### config.mk
export PLATFORM = sky130hd
export DESIGN_NAME = lsu_axi_master_flat
export DESIGN_NICKNAME = d
export VERILOG_FILES = /design/src/rtl/lsu_axi_master_if.sv /design/src/rtl/lsu_axi_master.sv /design/src/flat_wrapper.sv
export SDC_FILE = /design/constraint.sdc
export NUM_CORES = 1
export LEC_CHECK = 0
export ABC_AREA = 1
export CAP_MARGIN = 0
export CORE_UTILIZATION = 35
export DETAILED_ROUTE_END_ITERATION = 10
export DONT_BUFFER_PORTS = 1
export PLACE_DENSITY = 0.5
export SYNTH_ARGS = -nofsm -noshare
export SYNTH_HDL_FRONTEND = slang
export SYNTH_SLANG_ARGS = --single-unit
### constraint.sdc
create_clock -name clk -period 2.2 [get_ports clk]
set_input_delay 0.44 -clock clk [delete_from_list [all_inputs] [get_ports clk]]
set_output_delay 0.44 -clock clk [all_outputs]
set_load 0.02 [all_outputs]
### src/rtl/lsu_axi_master_if.sv
// Bundles the CPU-side request/response handshake and the five AXI4-Lite channels of
// the LSU front end. The master modport is the LSU's view; the slave modport is the bus side.
interface lsu_axi_master_if #(
  parameter int ADDR_W = 32,
  parameter int DATA_W = 32
);
  logic              req_valid;
  logic              req_ready;
  logic              req_wen;
  logic [ADDR_W-1:0] req_addr;
  logic [1:0]        req_size;
  logic              req_signed;
  logic [DATA_W-1:0] req_wdata;
  logic              rsp_valid;
  logic [DATA_W-1:0] rsp_rdata;
  logic              rsp_err;

  logic [ADDR_W-1:0] araddr;
  logic              arvalid;
  logic              arready;
  logic [DATA_W-1:0] rdata;
  logic [1:0]        rresp;
  logic              rvalid;
  logic              rready;
  logic [ADDR_W-1:0] awaddr;
  logic              awvalid;
  logic              awready;
  logic [DATA_W-1:0] wdata;
  logic [3:0]        wstrb;
  logic              wvalid;
  logic              wready;
  logic [1:0]        bresp;
  logic              bvalid;
  logic              bready;

  modport master (
    input  req_valid, req_wen, req_addr, req_size, req_signed, req_wdata,
    output req_ready, rsp_valid, rsp_rdata, rsp_err,
    output araddr, arvalid, input arready,
    input  rdata, rresp, rvalid, output rready,
    output awaddr, awvalid, input awready,
    output wdata, wstrb, wvalid, input wready,
    input  bresp, bvalid, output bready
  );

  modport slave (
    output req_valid, req_wen, req_addr, req_size, req_signed, req_wdata,
    input  req_ready, rsp_valid, rsp_rdata, rsp_err,
    input  araddr, arvalid, output arready,
    output rdata, rresp, rvalid, input rready,
    input  awaddr, awvalid, output awready,
    input  wdata, wstrb, wvalid, output wready,
    output bresp, bvalid, input bready
  );
endinterface

### src/rtl/lsu_axi_master.sv
// LSU front end: turns one CPU load/store at a time into an AXI4-Lite transaction,
// with store lane shifting/strobes and load lane extraction plus sign/zero extension.
//
// state   | meaning
// --------+-------------------------------------------------------------
// S_IDLE  | ready for a request; misaligned/illegal ones go straight to S_RSP
// S_RADDR | read address presented, waiting for arready
// S_RDATA | rready high, waiting for rvalid
// S_WRITE | aw and w presented together, each retired by its own done flag
// S_WRESP | bready high, waiting for bvalid
// S_RSP   | one-cycle completion pulse to the CPU
module lsu_axi_master #(
  parameter int ADDR_W = 32,
  parameter int DATA_W = 32
) (
  input  logic               clk,
  input  logic               rst,
  lsu_axi_master_if.master   bus
);

  typedef enum logic [2:0] {
    S_IDLE,
    S_RADDR,
    S_RDATA,
    S_WRITE,
    S_WRESP,
    S_RSP
  } state_t;

  state_t            state_q, state_d;
  logic [ADDR_W-1:0] addr_q;
  logic [1:0]        size_q;
  logic              signed_q;
  logic              aw_done_q;
  logic              w_done_q;
  logic [ADDR_W-1:0] araddr_q;
  logic [ADDR_W-1:0] awaddr_q;
  logic [DATA_W-1:0] wdata_q;
  logic [3:0]        wstrb_q;
  logic [DATA_W-1:0] rdata_q;
  logic              err_q;

  logic              req_bad;
  logic              accept;
  logic              aw_fire;
  logic              w_fire;
  logic [DATA_W-1:0] lane;
  logic [DATA_W-1:0] load_ext;
  logic [3:0]        strb_base;

  assign req_bad = (bus.req_size == 2'd3)
                || (bus.req_size == 2'd1 && bus.req_addr[0])
                || (bus.req_size == 2'd2 && bus.req_addr[1:0] != 2'b00);
  assign accept  = (state_q == S_IDLE) && bus.req_valid;
  assign aw_fire = bus.awvalid && bus.awready;
  assign w_fire  = bus.wvalid && bus.wready;

  always_ff @(posedge clk or negedge rst) begin
    if (!rst) state_q <= S_IDLE;
    else      state_q <= state_d;
  end

  always_comb begin
    state_d       = state_q;
    bus.req_ready = 1'b0;
    bus.arvalid   = 1'b0;
    bus.rready    = 1'b0;
    bus.awvalid   = 1'b0;
    bus.wvalid    = 1'b0;
    bus.bready    = 1'b0;
    bus.rsp_valid = 1'b0;
    case (state_q)
      S_IDLE: begin
        bus.req_ready = 1'b1;
        if (bus.req_valid) begin
          if (req_bad)          state_d = S_RSP;
          else if (bus.req_wen) state_d = S_WRITE;
          else                  state_d = S_RADDR;
        end
      end
      S_RADDR: begin
        bus.arvalid = 1'b1;
        if (bus.arready) state_d = S_RDATA;
      end
      S_RDATA: begin
        bus.rready = 1'b1;
        if (bus.rvalid) state_d = S_RSP;
      end
      S_WRITE: begin
        bus.awvalid = !aw_done_q;
        bus.wvalid  = !w_done_q;
        // either channel may retire first; leave once both have, possibly this cycle
        if ((aw_done_q || bus.awready) && (w_done_q || bus.wready)) state_d = S_WRESP;
      end
      S_WRESP: begin
        bus.bready = 1'b1;
        if (bus.bvalid) state_d = S_RSP;
      end
      S_RSP: begin
        bus.rsp_valid = 1'b1;
        state_d       = S_IDLE;
      end
      default: state_d = S_IDLE;
    endcase
  end

  always_comb begin
    lane     = bus.rdata >> {addr_q[1:0], 3'b000};
    load_ext = lane;
    case (size_q)
      2'd0: load_ext = signed_q ? {{(DATA_W-8){lane[7]}}, lane[7:0]}
                                : {{(DATA_W-8){1'b0}}, lane[7:0]};
      2'd1: load_ext = signed_q ? {{(DATA_W-16){lane[15]}}, lane[15:0]}
                                : {{(DATA_W-16){1'b0}}, lane[15:0]};
      default: load_ext = lane;
    endcase
  end

  always_comb begin
    case (bus.req_size)
      2'd0:    strb_base = 4'b0001;
      2'd1:    strb_base = 4'b0011;
      default: strb_base = 4'b1111;
    endcase
  end

  always_ff @(posedge clk or negedge rst) begin
    if (!rst) begin
      addr_q    <= '0;
      size_q    <= 2'd0;
      signed_q  <= 1'b0;
      aw_done_q <= 1'b0;
      w_done_q  <= 1'b0;
      araddr_q  <= '0;
      awaddr_q  <= '0;
      wdata_q   <= '0;
      wstrb_q   <= 4'b0000;
      rdata_q   <= '0;
      err_q     <= 1'b0;
    end else begin
      if (accept) begin
        addr_q    <= bus.req_addr;
        size_q    <= bus.req_size;
        signed_q  <= bus.req_signed;
        aw_done_q <= 1'b0;
        w_done_q  <= 1'b0;
        rdata_q   <= '0;
        err_q     <= req_bad;
        if (!req_bad && !bus.req_wen) begin
          araddr_q <= {bus.req_addr[ADDR_W-1:2], 2'b00};
        end
        if (!req_bad && bus.req_wen) begin
          awaddr_q <= {bus.req_addr[ADDR_W-1:2], 2'b00};
          wdata_q  <= bus.req_wdata << {bus.req_addr[1:0], 3'b000};
          wstrb_q  <= strb_base << bus.req_addr[1:0];
        end
      end
      if (state_q == S_WRITE) begin
        if (aw_fire) aw_done_q <= 1'b1;
        if (w_fire)  w_done_q  <= 1'b1;
      end
      if (state_q == S_RDATA && bus.rvalid) begin
        rdata_q <= load_ext;
        err_q   <= (bus.rresp != 2'b00);
      end
      if (state_q == S_WRESP && bus.bvalid) begin
        err_q <= (bus.bresp != 2'b00);
      end
    end
  end

  assign bus.araddr    = araddr_q;
  assign bus.awaddr    = awaddr_q;
  assign bus.wdata     = wdata_q;
  assign bus.wstrb     = wstrb_q;
  assign bus.rsp_rdata = rdata_q;
  assign bus.rsp_err   = err_q;

endmodule

### src/flat_wrapper.sv
// flat-port wrapper written by rule: the top's interface ports become plain ports
module lsu_axi_master_flat 
#(
  parameter int ADDR_W = 32,
  parameter int DATA_W = 32
)
  (clk, rst, bus_req_valid, bus_req_wen, bus_req_addr, bus_req_size, bus_req_signed, bus_req_wdata, bus_req_ready, bus_rsp_valid, bus_rsp_rdata, bus_rsp_err, bus_araddr, bus_arvalid, bus_arready, bus_rdata, bus_rresp, bus_rvalid, bus_rready, bus_awaddr, bus_awvalid, bus_awready, bus_wdata, bus_wstrb, bus_wvalid, bus_wready, bus_bresp, bus_bvalid, bus_bready);
  lsu_axi_master_if #(.ADDR_W(ADDR_W), .DATA_W(DATA_W)) bus_i ();
  input  logic clk;
  input  logic rst;
  input wire logic [$bits(bus_i.req_valid)-1:0] bus_req_valid;
  input wire logic [$bits(bus_i.req_wen)-1:0] bus_req_wen;
  input wire logic [$bits(bus_i.req_addr)-1:0] bus_req_addr;
  input wire logic [$bits(bus_i.req_size)-1:0] bus_req_size;
  input wire logic [$bits(bus_i.req_signed)-1:0] bus_req_signed;
  input wire logic [$bits(bus_i.req_wdata)-1:0] bus_req_wdata;
  output wire logic [$bits(bus_i.req_ready)-1:0] bus_req_ready;
  output wire logic [$bits(bus_i.rsp_valid)-1:0] bus_rsp_valid;
  output wire logic [$bits(bus_i.rsp_rdata)-1:0] bus_rsp_rdata;
  output wire logic [$bits(bus_i.rsp_err)-1:0] bus_rsp_err;
  output wire logic [$bits(bus_i.araddr)-1:0] bus_araddr;
  output wire logic [$bits(bus_i.arvalid)-1:0] bus_arvalid;
  input wire logic [$bits(bus_i.arready)-1:0] bus_arready;
  input wire logic [$bits(bus_i.rdata)-1:0] bus_rdata;
  input wire logic [$bits(bus_i.rresp)-1:0] bus_rresp;
  input wire logic [$bits(bus_i.rvalid)-1:0] bus_rvalid;
  output wire logic [$bits(bus_i.rready)-1:0] bus_rready;
  output wire logic [$bits(bus_i.awaddr)-1:0] bus_awaddr;
  output wire logic [$bits(bus_i.awvalid)-1:0] bus_awvalid;
  input wire logic [$bits(bus_i.awready)-1:0] bus_awready;
  output wire logic [$bits(bus_i.wdata)-1:0] bus_wdata;
  output wire logic [$bits(bus_i.wstrb)-1:0] bus_wstrb;
  output wire logic [$bits(bus_i.wvalid)-1:0] bus_wvalid;
  input wire logic [$bits(bus_i.wready)-1:0] bus_wready;
  input wire logic [$bits(bus_i.bresp)-1:0] bus_bresp;
  input wire logic [$bits(bus_i.bvalid)-1:0] bus_bvalid;
  output wire logic [$bits(bus_i.bready)-1:0] bus_bready;
  assign bus_i.req_valid = bus_req_valid;
  assign bus_i.req_wen = bus_req_wen;
  assign bus_i.req_addr = bus_req_addr;
  assign bus_i.req_size = bus_req_size;
  assign bus_i.req_signed = bus_req_signed;
  assign bus_i.req_wdata = bus_req_wdata;
  assign bus_req_ready = bus_i.req_ready;
  assign bus_rsp_valid = bus_i.rsp_valid;
  assign bus_rsp_rdata = bus_i.rsp_rdata;
  assign bus_rsp_err = bus_i.rsp_err;
  assign bus_araddr = bus_i.araddr;
  assign bus_arvalid = bus_i.arvalid;
  assign bus_i.arready = bus_arready;
  assign bus_i.rdata = bus_rdata;
  assign bus_i.rresp = bus_rresp;
  assign bus_i.rvalid = bus_rvalid;
  assign bus_rready = bus_i.rready;
  assign bus_awaddr = bus_i.awaddr;
  assign bus_awvalid = bus_i.awvalid;
  assign bus_i.awready = bus_awready;
  assign bus_wdata = bus_i.wdata;
  assign bus_wstrb = bus_i.wstrb;
  assign bus_wvalid = bus_i.wvalid;
  assign bus_i.wready = bus_wready;
  assign bus_i.bresp = bus_bresp;
  assign bus_i.bvalid = bus_bvalid;
  assign bus_bready = bus_i.bready;
  lsu_axi_master #(.ADDR_W(ADDR_W), .DATA_W(DATA_W)) u_core (.clk(clk), .rst(rst), .bus(bus_i));
endmodule
# Word-level counts from Yosys, hierarchy flattened
# Cells that the tools add are included.
totals:
  ramBits: 0
  mem_bits_ro: 0
  ff_bits: 139
  wordCells: 88
  latch_bits: 0
  n_memories: 0
op_classes:
  bitwise_logic: 0
  n_reduce_logical: 29
  order_cmp: 0
  n_mux: 30
  add_sub_neg: 0
  shift: 3
  div: 0
  eq_ne: 14
  mul: 0
op_table:
  columns: ["op", "count"]
  rows:
  - ["$mux 32", 4]
  - ["$pmux 32 s2", 1]
  - ["$shl 32x5->32", 1]
  - ["$shr 32x5->32", 1]
  - ["$mux 3", 6]
  - ["$mux 1", 16]
  - ["$pmux 3 s5", 1]
  - ["$logic_and 1x1->1", 10]
  - ["$ne 2x2->1 const B", 4]
  - ["$pmux 4 s2", 1]
  - ["$reduce_bool 2->1", 4]
  - ["$eq 3x2->1 const B", 2]
  - ["$eq 3x3->1 const B", 2]
  - ["$reduce_and 5->1", 1]
  - ["$eq 2x1->1 const B", 2]
  - ["$eq 2x2->1 const B", 2]
  - ["$logic_not 1->1", 4]
  - ["$logic_not 2->1", 2]
  - ["$logic_or 1x1->1", 4]
  - ["$reduce_and 2->1", 2]
  - ["$shl 4x2->4", 1]
  - ["$eq 3x1->1 const B", 1]
  - ["$logic_not 3->1", 1]
  - ["$reduce_bool 3->1", 1]
  - ["2 further kinds", 2]

# Logic depth before layout (Yosys ltp)
# Gate-level depths: netlist (run 1).
depth:
  word_depth: 7
  mapped_depth: 10

# Worst setup path after synthesis (run 1)
# No wires, ideal clock.
synth_path:
  path_type: "flip-flop to flip-flop"
  start: "register u_core.state_q[1]"
  end: "register u_core.state_q[1]"
  path_buffers: 0
  setup_time_ns: 0.121
  stages_incl_launch_ff: 7
  required_time_ns: 2.079
  arrival_ns: 1.475
  path_slack_ns: 0.604
  cell_sequence: "dfrtp_1 > nor3_1 > nand2_1 > nand2_1 > nor2_1 > nand2_1 > nand2_1"
synth_via:
  elab_chain_cells: 3
  elab_cells_between_ends: 12
  classes_between: "9 x eq/ne; 1 x mux; 2 x reduce/logical"
synth_lines:
  columns: ["element", "line", "source"]
  rows:
  - ["from (decl)", "lsu_axi_master.sv:30", "state_t state_q, state_d;"]
  - ["from (signal assigned)", "lsu_axi_master.sv:60", "else state_q <= state_d;"]
  - ["$eq 3x2->1 (tied with other cells)", "lsu_axi_master.sv:72", "case (state_q)"]
  - ["$ne 2x1->1 (no line) or $ne 2x2->1 (tied branches)", null, null]
  - ["$reduce_and 5->1 (no line)", null, null]
# Several ways; a longest one is shown, not always the timed one.
# A chain may end at the register's enable or synchronous reset.

# Worst setup path after layout (run 1)
layout_path:
  start: "register u_core.state_q[1]"
  end: "output port bus_awvalid"
layout_via:
  elab_chain_cells: 2
layout_lines:
  columns: ["element", "line", "source"]
  rows:
  - ["$eq 3x2->1", "lsu_axi_master.sv:72", null]
  - ["$mux 1", "lsu_axi_master.sv:72", null]
  - ["to (decl)", "flat_wrapper.sv:29", "output wire logic [$bits(bus_i.awvalid)-1:0] bus_awvalid;"]
# Every way passes these cells.

==> results of run 1 <==
[kinds of logic after synthesis]
logic type | after synthesis
compound gates | 154
simple gates | 454
buf+inv | 122
flops | 139
other cells | 1
[how the worst min path moves through the flow]
stage / endpoint / slack [ns]
after floorplan: u_core.addr_q[0]$_DFFE_PN0P_ / 0.14
after global placement: u_core.bus.rsp_rdata[2]$_DFFE_PN0P_ / 0.15
after detailed placement: u_core.bus.rsp_rdata[6]$_DFFE_PN0P_ / 0.15
after CTS: u_core.bus.wdata[25]$_DFFE_PN0P_ / -0.31
after global routing: u_core.bus.wdata[20]$_DFFE_PN0P_ / -0.32
final: u_core.bus.rsp_rdata[22]$_DFFE_PN0P_ / -0.28
[where the power goes]
group	internal, mW	total [mW]	switching [mW]
sequential	3.70	6.03	2.33
combinational	1.02	2.83	1.80
clock	1.55	2.82	1.28
total	6.27	11.7	5.40
[flip-flops by register name, indices dropped and copies added (netlist names)]
signal                count
u_core.bus.awaddr        30
u_core.bus.rsp_rdata     32
u_core.signed_q           1
u_core.bus.wstrb          4
u_core.bus.araddr        30
u_core.addr_q             2
u_core.bus.rsp_err        1
u_core.state_q            3
u_core.w_done_q           1
u_core.aw_done_q          1
u_core.size_q             2
u_core.bus.wdata         32
[per-layer routing]
layer  global-route usage [%]  up-vias  part of all wire, %
met5                        0        -                    0
met2                    28.15      194                   45
li1                         -     2735                    -
met4                    5.603        0                  1.1
met3                    6.763       18                  8.9
met1                    25.63     2492                   45
[final cells by class]
class / count / area [µm²] / area share (%)
Clock buffer: 18 / 439.2 / 5.803
Clock inverter: 14 / 148.9 / 1.967
Inverter: 65 / 247.7 / 3.273
Multi-Input combinational cell: 612 / 2799 / 36.98
Sequential cell: 139 / 3478 / 45.96
Tap cell: 260 / 325.3 / 4.298
Timing Repair Buffer: 14 / 130.1 / 1.719
[stage by stage]
step / hold slack, ns / area (µm²) / setup slack, ns
floorplan: 0.1444 / 6890 / 0.6038
global placement: 0.1488 / 6980 / 0.4054
detailed placement: 0.1484 / 6980 / 0.4051
CTS: -0.3109 / 7569 / 0.2429
global route: -0.3158 / 7569 / 0.1572
finish: -0.2828 / 7569 / 0.2903
[cells in the final DEF (no fill, tap or decap), drive strengths merged]
cell        n
nand2     345
dfrtp     139
o21ai     119
nand3      81
inv        73
nor2       23
a21oi      18
clkbuf     18
buf        14
o21a        8
o211ai      7
clkinv      5
conb        4
nor3        2
o21bai      2
nand4       1
nand3b      1
or2         1
clkinvlp    1
[cells in the mapped netlist, types with 2 or more instances]
master    number  area [µm²]
nand3_1       78       390.4
buf_6         14       157.7
inv_1         60       225.2
o211ai_1       7       52.55
clkbuf_1      13       48.80
o21ai_2       28       245.2
nand3_2        2       20.02
o21ai_1       59       295.3
o21ai_0       32       160.2
o21a_1         8       60.06
a21oi_1       18       90.09
o21bai_1       2       15.01
nor2_1        21       78.83
buf_2         21       105.1
nand2_1      343        1287
dfrtp_1      139        3478
buf_1          3       11.26
buf_4          5       37.54
nor3_1         2       10.01
inv_2          3       11.26
[worst max-delay path, cell delays in order, from the launching register on]
cell	delay, ns
dfrtp_1	0.50
nand2_1	0.09
nor2_1	0.19
nand2_1	0.10
inv_1	0.18
==> flow_metrics.tcl, run 1 <==
set metrics [dict create \
    crit_start "u_core.state_q[1]$_DFFE_PN0P_" \
    clk_pin_slew_worst_paths_ns 0.06 \
    fp.coreArea_um2 18960 \
    cp.required_ns 1.76 \
    powerDensity_nw_per_um2 1543 \
    ys_ff_latch 139 \
    crit_type "flip-flop to primary output" \
    period_needed_ns 1.910 \
    antenna_found_initial 0 \
    synth_edf_count 0 \
    grt_pass1_vias 5133 \
    reg2reg_depth 7 \
    setup.worst_path.start_class "flip-flop" \
    wirelength_um 18680 \
    finalSetupViolCount 0 \
    grt_max_degree 140 \
    critPathCaptureType "primary output" \
    worstPathMaxFanout 7 \
    synth_fa_ha_area_share_pct 0 \
    num_io_pins 252 \
    cts_root_buf "clkbuf_16" \
    leakagePower_nw 3.923 \
    total_power_mw 11.68 \
    cap_viol_max_count 0 \
    die-width_um 142.2 \
    grt_pass1_wl_um 29370 \
    post-cts-setup-buffer-count 0 \
    fin_setup_tns_ns 0 \
    fin_crit_sh_pct 86.80 \
    ant_nets 0 \
    via_per_inst 4.848 \
    die_height_um 142.2 \
    relSlewSlack_pct 58.81 \
    final_core_util_pct 39.93 \
    cp-endpoint "bus_awvalid" \
    yosysSeqAreaShare_pct 50.56 \
    start_util_pct 36.29 \
    cts.path.max_buffers 2 \
    rsz0062_at_grt "no" \
    fmax_ghz 0.5236 \
    hpwl_um 13050 \
    ctsResizeCount 0 \
    r2r_start "u_core.state_q[1]$_DFFE_PN0P_" \
    rows 50 \
    die-area_um2 20220 \
    drc 0 \
    grt_usage_pct 18.91 \
    final_cells 1122 \
    hold-worst-slack_ns -0.2828 \
    violations "hold timing" \
    synth_compound_area_share_pct 13.35 \
    tightestPinTransition_ns 0.6178 \
    r2r_setup_slack_ns 0.41 \
    ys_async_sr_fraction_pct 100.0 \
    numCtsBuffers 17 \
    r2r-end "u_core.bus.awaddr[21]$_DFFE_PN0P_" \
    cp_data_arrival_time_ns 1.47 \
    syn_inst 870 \
    wl_per_cell_um 16.65 \
    globalplace.congestion 0.8353 \
    drt_first_pass_iters 5 \
    diodes 0 \
    cts-htree-levels 4 \
    dp_cells 1090 \
    cts_sinks 139 \
    outcome "finished, violations left" \
    syn2layout_area_growth_pct 10.02 \
    clk_latency_ns 0.42 \
    synth.distinct_cells 32 \
    synthMuxAreaShare_pct 0 \
    yosys.area_share.simple_pct 27.12 \
    tritoncts "done" \
    syn_area_um2 6879 \
    finalHoldViolCount 139 \
    synth_warnings 0 \
    numPortBuffers 0 \
    avgSynthCellArea_um2 7.907 \
    ir_drop_v 0.0004890 \
    holdCritPathClass "input port to async pin" \
    finClkSkew_ns 0.01178 \
    vias 5439 \
    synth_top_family_by_area "simple AND/OR/NAND/NOR gates" \
    nets 961 \
    grt_overflow_total 0 \
    drtIter0Drc 313 \
    drive_above_1_share_pct 10.21 \
    synthXorXnorAreaFrac_pct 0 \
    synth_flop_cell "dfrtp_1" \
    nFillCells 1991 \
    finalMaxSlewViolations 0 \
]
Power figures use the tool's default switching activity.
==> run 2, diff against run 1 <==
--- a/config.mk
+++ b/config.mk
@@ -8,6 +8,7 @@
 export ABC_AREA = 1
 export CAP_MARGIN = 0
 export CORE_UTILIZATION = 35
+export CTS_BUF_LIST = sky130_fd_sc_hd__clkbuf_2
 export DETAILED_ROUTE_END_ITERATION = 10
 export DONT_BUFFER_PORTS = 1
 export PLACE_DENSITY = 0.5
==> run 2 against run 1 <==
Effect of this change: the flow still finishes with violations (hold timing); routed wire length grew 7.3%; die area is the same; clock power down 47%; hold slack worse by 0.35 ns; final area up 13%; worst setup slack got worse by 0.17 ns; critical path depth is the same; via count increased by 11%; global-route usage up 1.2 points; largest power group unchanged.
==> flow_metrics.tcl, run 2 (synthesis gave the netlist of run 1 again) <==
set metrics [dict create \
    outcome "finished, violations left" \
    violations "hold timing" \
    rsz0062_at_grt "yes" \
    finalSetupViolCount 0 \
    syn2layout_area_growth_pct 24.52 \
    cts.path.max_buffers 2 \
    worstPathMaxFanout 6 \
    rows 50 \
    globalplace.congestion 0.8353 \
    grt_overflow_total 0 \
    cts_sinks 139 \
    r2r_setup_slack_ns 0.16 \
    cap_viol_max_count 0 \
    grt_pass1_vias 5751 \
    hpwl_um 13050 \
    wirelength_um 20050 \
    nets 1093 \
    power_frac_clock_pct 13.8 \
    num_io_pins 252 \
    crit_type "flip-flop to primary output" \
    r2r_start "u_core.addr_q[1]$_DFFE_PN0P_" \
    critPathMaxStageDelay_ns 0.50 \
    drc 0 \
    period_needed_ns 2.083 \
    crit_top_cell "nand2_1" \
    finClkSkew_ns 0.05158 \
    layout_common_cells "342 x nand2_1, 136 x dfrtp_1, 127 x dlygate4sd3_1, 78 x nand3_1, 59 x o21ai_1" \
    dp_cells 1090 \
    clk_pin_slew_worst_paths_ns 0.27 \
    antenna_found_initial 1 \
    holdCritPathClass "input port to async pin" \
    ir_drop_v 0.0005405 \
    start_util_pct 36.29 \
    tightestPinTransition_ns 0.9311 \
    finalHoldViolCount 139 \
    cp.depth 4 \
    sequentialPowerShare_pct 55.5 \
    clk_latency_ns 0.74 \
    critPathCaptureType "primary output" \
    comb_power_share_pct 30.6 \
    r2r-end "u_core.bus.rsp_rdata[8]$_DFFE_PN0P_" \
    numPortBuffers 0 \
    tritoncts "done" \
    fp.coreArea_um2 18960 \
    powerDensity_nw_per_um2 1264 \
    hold-worst-slack_ns -0.6374 \
    final_cells 1255 \
    drtIter0Drc 324 \
    critPathSlowestCell "dfrtp_2" \
    cts_root_buf "clkbuf_2" \
    drive_above_1_share_pct 10.36 \
    numCtsBuffers 17 \
    die-area_um2 20220 \
    ant_nets 0 \
    finalMaxSlewViolations 0 \
    mostFrequentLayoutCell "nand2_1" \
    vias 6021 \
    via_per_inst 4.798 \
    cp.required_ns 1.76 \
    p_sw_mw 5.413 \
    fin_crit_sh_pct 94.68 \
    drt_first_pass_iters 5 \
    p_sw_share_pct 49.99 \
    reg2reg_depth 8 \
    grt_max_degree 140 \
    cp_data_arrival_time_ns 1.64 \
    die_height_um 142.2 \
    nFillCells 1960 \
    setup.worst_path.start_class "flip-flop" \
    relSlewSlack_pct 37.72 \
    wl_per_cell_um 15.98 \
    fmax_ghz 0.4801 \
    crit_chain "nand2_1 > nor2_2 > nand2_1 > inv_2" \
    die-width_um 142.2 \
    crit_family "flip-flops" \
    cts-htree-levels 4 \
    cp.buffers_inverters 1 \
    power.internal_mw 5.416 \
    fin_setup_tns_ns 0 \
    leakagePower_nw 4.291 \
    grt_usage_pct 20.10 \
    grt_pass1_wl_um 31590 \
]
-- run 2: worst max-delay path by stage --
stage                                        end                           from  slack, ns
6_report                              bus_wvalid  u_core.state_q[1]$_DFFE_PN0P_       0.12
5_1_grt                               bus_wvalid  u_core.state_q[1]$_DFFE_PN0P_      -0.06
4_1_cts                               bus_wvalid  u_core.state_q[1]$_DFFE_PN0P_      0.001
3_5_place_dp   u_core.bus.araddr[14]$_DFFE_PN0P_  u_core.state_q[1]$_DFFE_PN0P_       0.41
3_3_place_gp   u_core.bus.araddr[26]$_DFFE_PN0P_  u_core.state_q[1]$_DFFE_PN0P_       0.41
2_1_floorplan      u_core.state_q[1]$_DFFE_PN0P_  u_core.state_q[1]$_DFFE_PN0P_       0.60
-- run 2: worst register-to-register path, cell delays in order, from the launching register on --
cell,delay (ns)
dfrtp_1,0.56
inv_1,0.16
buf_6,0.28
nand3_1,0.13
dlygate4sd3_1,0.58
nand3_1,0.07
nand2_1,0.05
nand2_1,0.06
nand2_1,0.07
-- run 2: cell type report --
class / instances / area (µm²) / area share, %
flip-flops and latches: 139 / 3482 / 40.65
multi-input cells: 612 / 2819 / 32.91
repair buffers: 146 / 1446 / 16.89
well taps: 260 / 325.3 / 3.798
inverters: 65 / 252.7 / 2.951
clock inverters: 15 / 152.6 / 1.782
clock buffers: 17 / 85.08 / 0.9933
diodes: 1 / 2.502 / 0.02921
-- run 2: per-layer routing --
metal,share of wire (%),global-route usage [%],vias up
met5,0,0,-
met4,1.1,5.829,0
met3,7.8,6.124,15
li1,-,-,3007
met1,45,27.30,2791
met2,46,30.75,208
-- run 2: power by group through the flow --
stage / Clock [mW] / Sequential [mW] / Combinational [mW]
floorplan: 0 / 5.68 / 2.46
global placement: 0 / 6.10 / 2.82
detailed placement: 0 / 6.09 / 2.86
CTS: 1.60 / 6.04 / 3.24
global route: 1.71 / 6.16 / 3.81
finish: 1.50 / 6.02 / 3.32
-- run 2: what timing repair did --
item | 4_1_cts | 5_1_grt
setup buffers | 2 | 3
pin swaps | 1 | 2
gates resized for setup | 10 | 7
gates cloned | 0 | 0
endpoints found under the setup margin | 6 | 11
hold buffers | 126 | 1
hold endpoints to repair | 271 | 140
-- run 2: stage by stage --
stage / utilization (%) / cell area, µm² / power, mW / setup WS [ns] / hold WS, ns
floorplan: - / 6890 / 8.143 / 0.6038 / 0.1444
global placement: 36.83 / 6980 / 8.912 / 0.4054 / 0.1488
detailed placement: 36.83 / 6980 / 8.949 / 0.4051 / 0.1484
CTS: 44.91 / 8513 / 10.88 / 0.001316 / -0.7655
global route: 45.19 / 8566 / 11.68 / -0.06052 / -0.7898
finish: 45.19 / 8566 / 10.83 / 0.1170 / -0.6374
==> run 3, diff against run 2 <==
--- a/config.mk
+++ b/config.mk
@@ -9,9 +9,10 @@
 export CAP_MARGIN = 0
 export CORE_UTILIZATION = 35
 export CTS_BUF_LIST = sky130_fd_sc_hd__clkbuf_2
+export CTS_CLUSTER_DIAMETER = 40
 export DETAILED_ROUTE_END_ITERATION = 10
 export DONT_BUFFER_PORTS = 1
-export PLACE_DENSITY = 0.5
+export PLACE_DENSITY = 0.57
 export SYNTH_ARGS = -nofsm -noshare
 export SYNTH_HDL_FRONTEND = slang
 export SYNTH_SLANG_ARGS = --single-unit
==> run 3 against run 2 <==
Effect of this change: the flow still finishes with violations (hold timing); final cell count increased by 0.64%; register-to-register slack improved by 0.03 ns; worst setup slack better by 0.0054 ns; non-clock buffer count is 7 higher; hold slack got worse by 0.0048 ns; critical path type unchanged.
==> flow_metrics.tcl, run 3 (synthesis gave the netlist of run 1 again) <==
set metrics [dict create \
    grt_max_degree 140 \
    setup.worst_path.start_class "flip-flop" \
    cts-htree-levels 4 \
    cts_sinks 139 \
    hpwl_um 13110 \
    layout_common_cells "342 x nand2_1, 136 x dfrtp_1, 131 x dlygate4sd3_1, 78 x nand3_1, 59 x o21ai_1" \
    tritoncts "done" \
    clk_pin_slew_worst_paths_ns 0.24 \
    dr.max_layer_used "met4" \
    ir_drop_v 0.0004633 \
    die-width_um 142.2 \
    drtIter0Drc 412 \
    route.met3.wl_um 1640 \
    fin_area_um2 8642 \
    grt_pass1_wl_um 31330 \
    fmax_ghz 0.4813 \
    numPortBuffers 0 \
    fin_crit_sh_pct 94.43 \
    cp_data_arrival_time_ns 1.64 \
    layout_setup_ws_ns 0.1224 \
    drc 0 \
    syn2layout_area_growth_pct 25.63 \
    cts.path.max_buffers 2 \
    worstPathMaxFanout 9 \
    drive_above_1_share_pct 10.69 \
    cap_viol_max_count 0 \
    grt_usage_pct 20.00 \
    rsz0062_at_grt "yes" \
    globalplace.congestion 0.8387 \
    finalMaxSlewViolations 0 \
    finalSetupViolCount 0 \
    placed_area_um2 6998 \
    reg2reg_depth 8 \
    critPathCaptureType "primary output" \
    num_io_pins 252 \
    via_per_inst 4.811 \
    outcome "finished, violations left" \
    drt-met1-wl_um 8660 \
    drt_first_pass_iters 5 \
    finClkSkew_ns 0.04142 \
    ant_nets 0 \
    dp_cells 1094 \
    die_height_um 142.2 \
    clk_latency_ns 0.74 \
    fp.coreArea_um2 18960 \
    rows 50 \
    grt_overflow_total 0 \
    cts_root_buf "clkbuf_2" \
    relSlewSlack_pct 35.97 \
    violations "hold timing" \
    final_cells 1263 \
    vias 6076 \
    start_util_pct 36.29 \
    die-area_um2 20220 \
    holdCritPathClass "input port to async pin" \
    crit_type "flip-flop to primary output" \
    pre_cts_ws_ns 0.4339 \
    wl_met2_um 9483 \
    tightestPinTransition_ns 0.9573 \
    wl_per_cell_um 15.88 \
    finalHoldViolCount 139 \
    ctsHoldBuffers 131 \
    period_needed_ns 2.078 \
    powerDensity_nw_per_um2 1287 \
    grt_pass1_vias 5904 \
    mostFrequentLayoutCell "nand2_1" \
    cp.required_ns 1.76 \
    numCtsBuffers 17 \
    antenna_found_initial 1 \
    wirelength_um 20050 \
    nets 1100 \
    fin_setup_tns_ns 0 \
    hold-worst-slack_ns -0.6422 \
    leakagePower_nw 4.334 \
]
run 3: final cells by class:
cell class | count | area, µm²
multi-input combinational | 612 | 2819
fill | 1884 | 10310
antenna | 2 | 5.005
tap | 260 | 325.3
sequential | 139 | 3482
timing repair buffer | 153 | 1489
inverter | 65 | 250.2
clock inverter | 15 | 186.4
clock buffer | 17 | 85.08
run 3: stage by stage:
| step | power (mW) | util (%) |
|---|---|---|
| after CTS | 11.10 | 45.32 |
| final | 11.13 | 45.59 |
| after detailed placement | 8.942 | 36.92 |
| after global placement | 8.863 | 36.92 |
| after floorplan | 8.143 | - |
| after global routing | 11.93 | 45.59 |
run 3: worst max-delay path, cell delays in order (launching register included):
cell     delay (ns)
dfrtp_2        0.49
inv_4          0.13
nand2_1        0.11
nor2_4         0.21
run 3: path summary, 6_finish.rpt:
path                                               start                                   end  slack (ns)
setup reg to reg            u_core.addr_q[1]$_DFFE_PN0P_  u_core.bus.rsp_rdata[13]$_DFFE_PN0P_        0.19
max in group asynchronous                            rst      u_core.bus.araddr[8]$_DFFE_PN0P_        2.62
setup / recovery           u_core.state_q[2]$_DFFE_PN0P_                            bus_rready        0.12
hold reg to reg             u_core.addr_q[0]$_DFFE_PN0P_          u_core.addr_q[0]$_DFFE_PN0P_        0.56
min in group clk                           bus_rdata[20]  u_core.bus.rsp_rdata[12]$_DFFE_PN0P_        0.09
hold / removal                                       rst  u_core.bus.rsp_rdata[11]$_DFFE_PN0P_       -0.64
run 3: what timing repair did:
| action | in CTS | in global routing |
|---|---|---|
| pin swaps | 0 | 2 |
| buffers inserted | 0 | 4 |
| resized for setup | 6 | 8 |
| endpoints found under the setup margin | 5 | 7 |
| hold endpoints to repair | 272 | 139 |
run 3: layer usage:
| layer | vias up | global-route usage (%) |
|---|---|---|
| met5 | - | 0 |
| met4 | 0 | 5.603 |
| met3 | 23 | 6.696 |
| met2 | 193 | 32.64 |
| met1 | 2838 | 25.14 |
| li1 | 3022 | - |
run 3: power by group:
part           internal [mW]  switching (mW)
clock network          0.663            1.06
logic                   1.40            1.94
registers               3.68            2.37
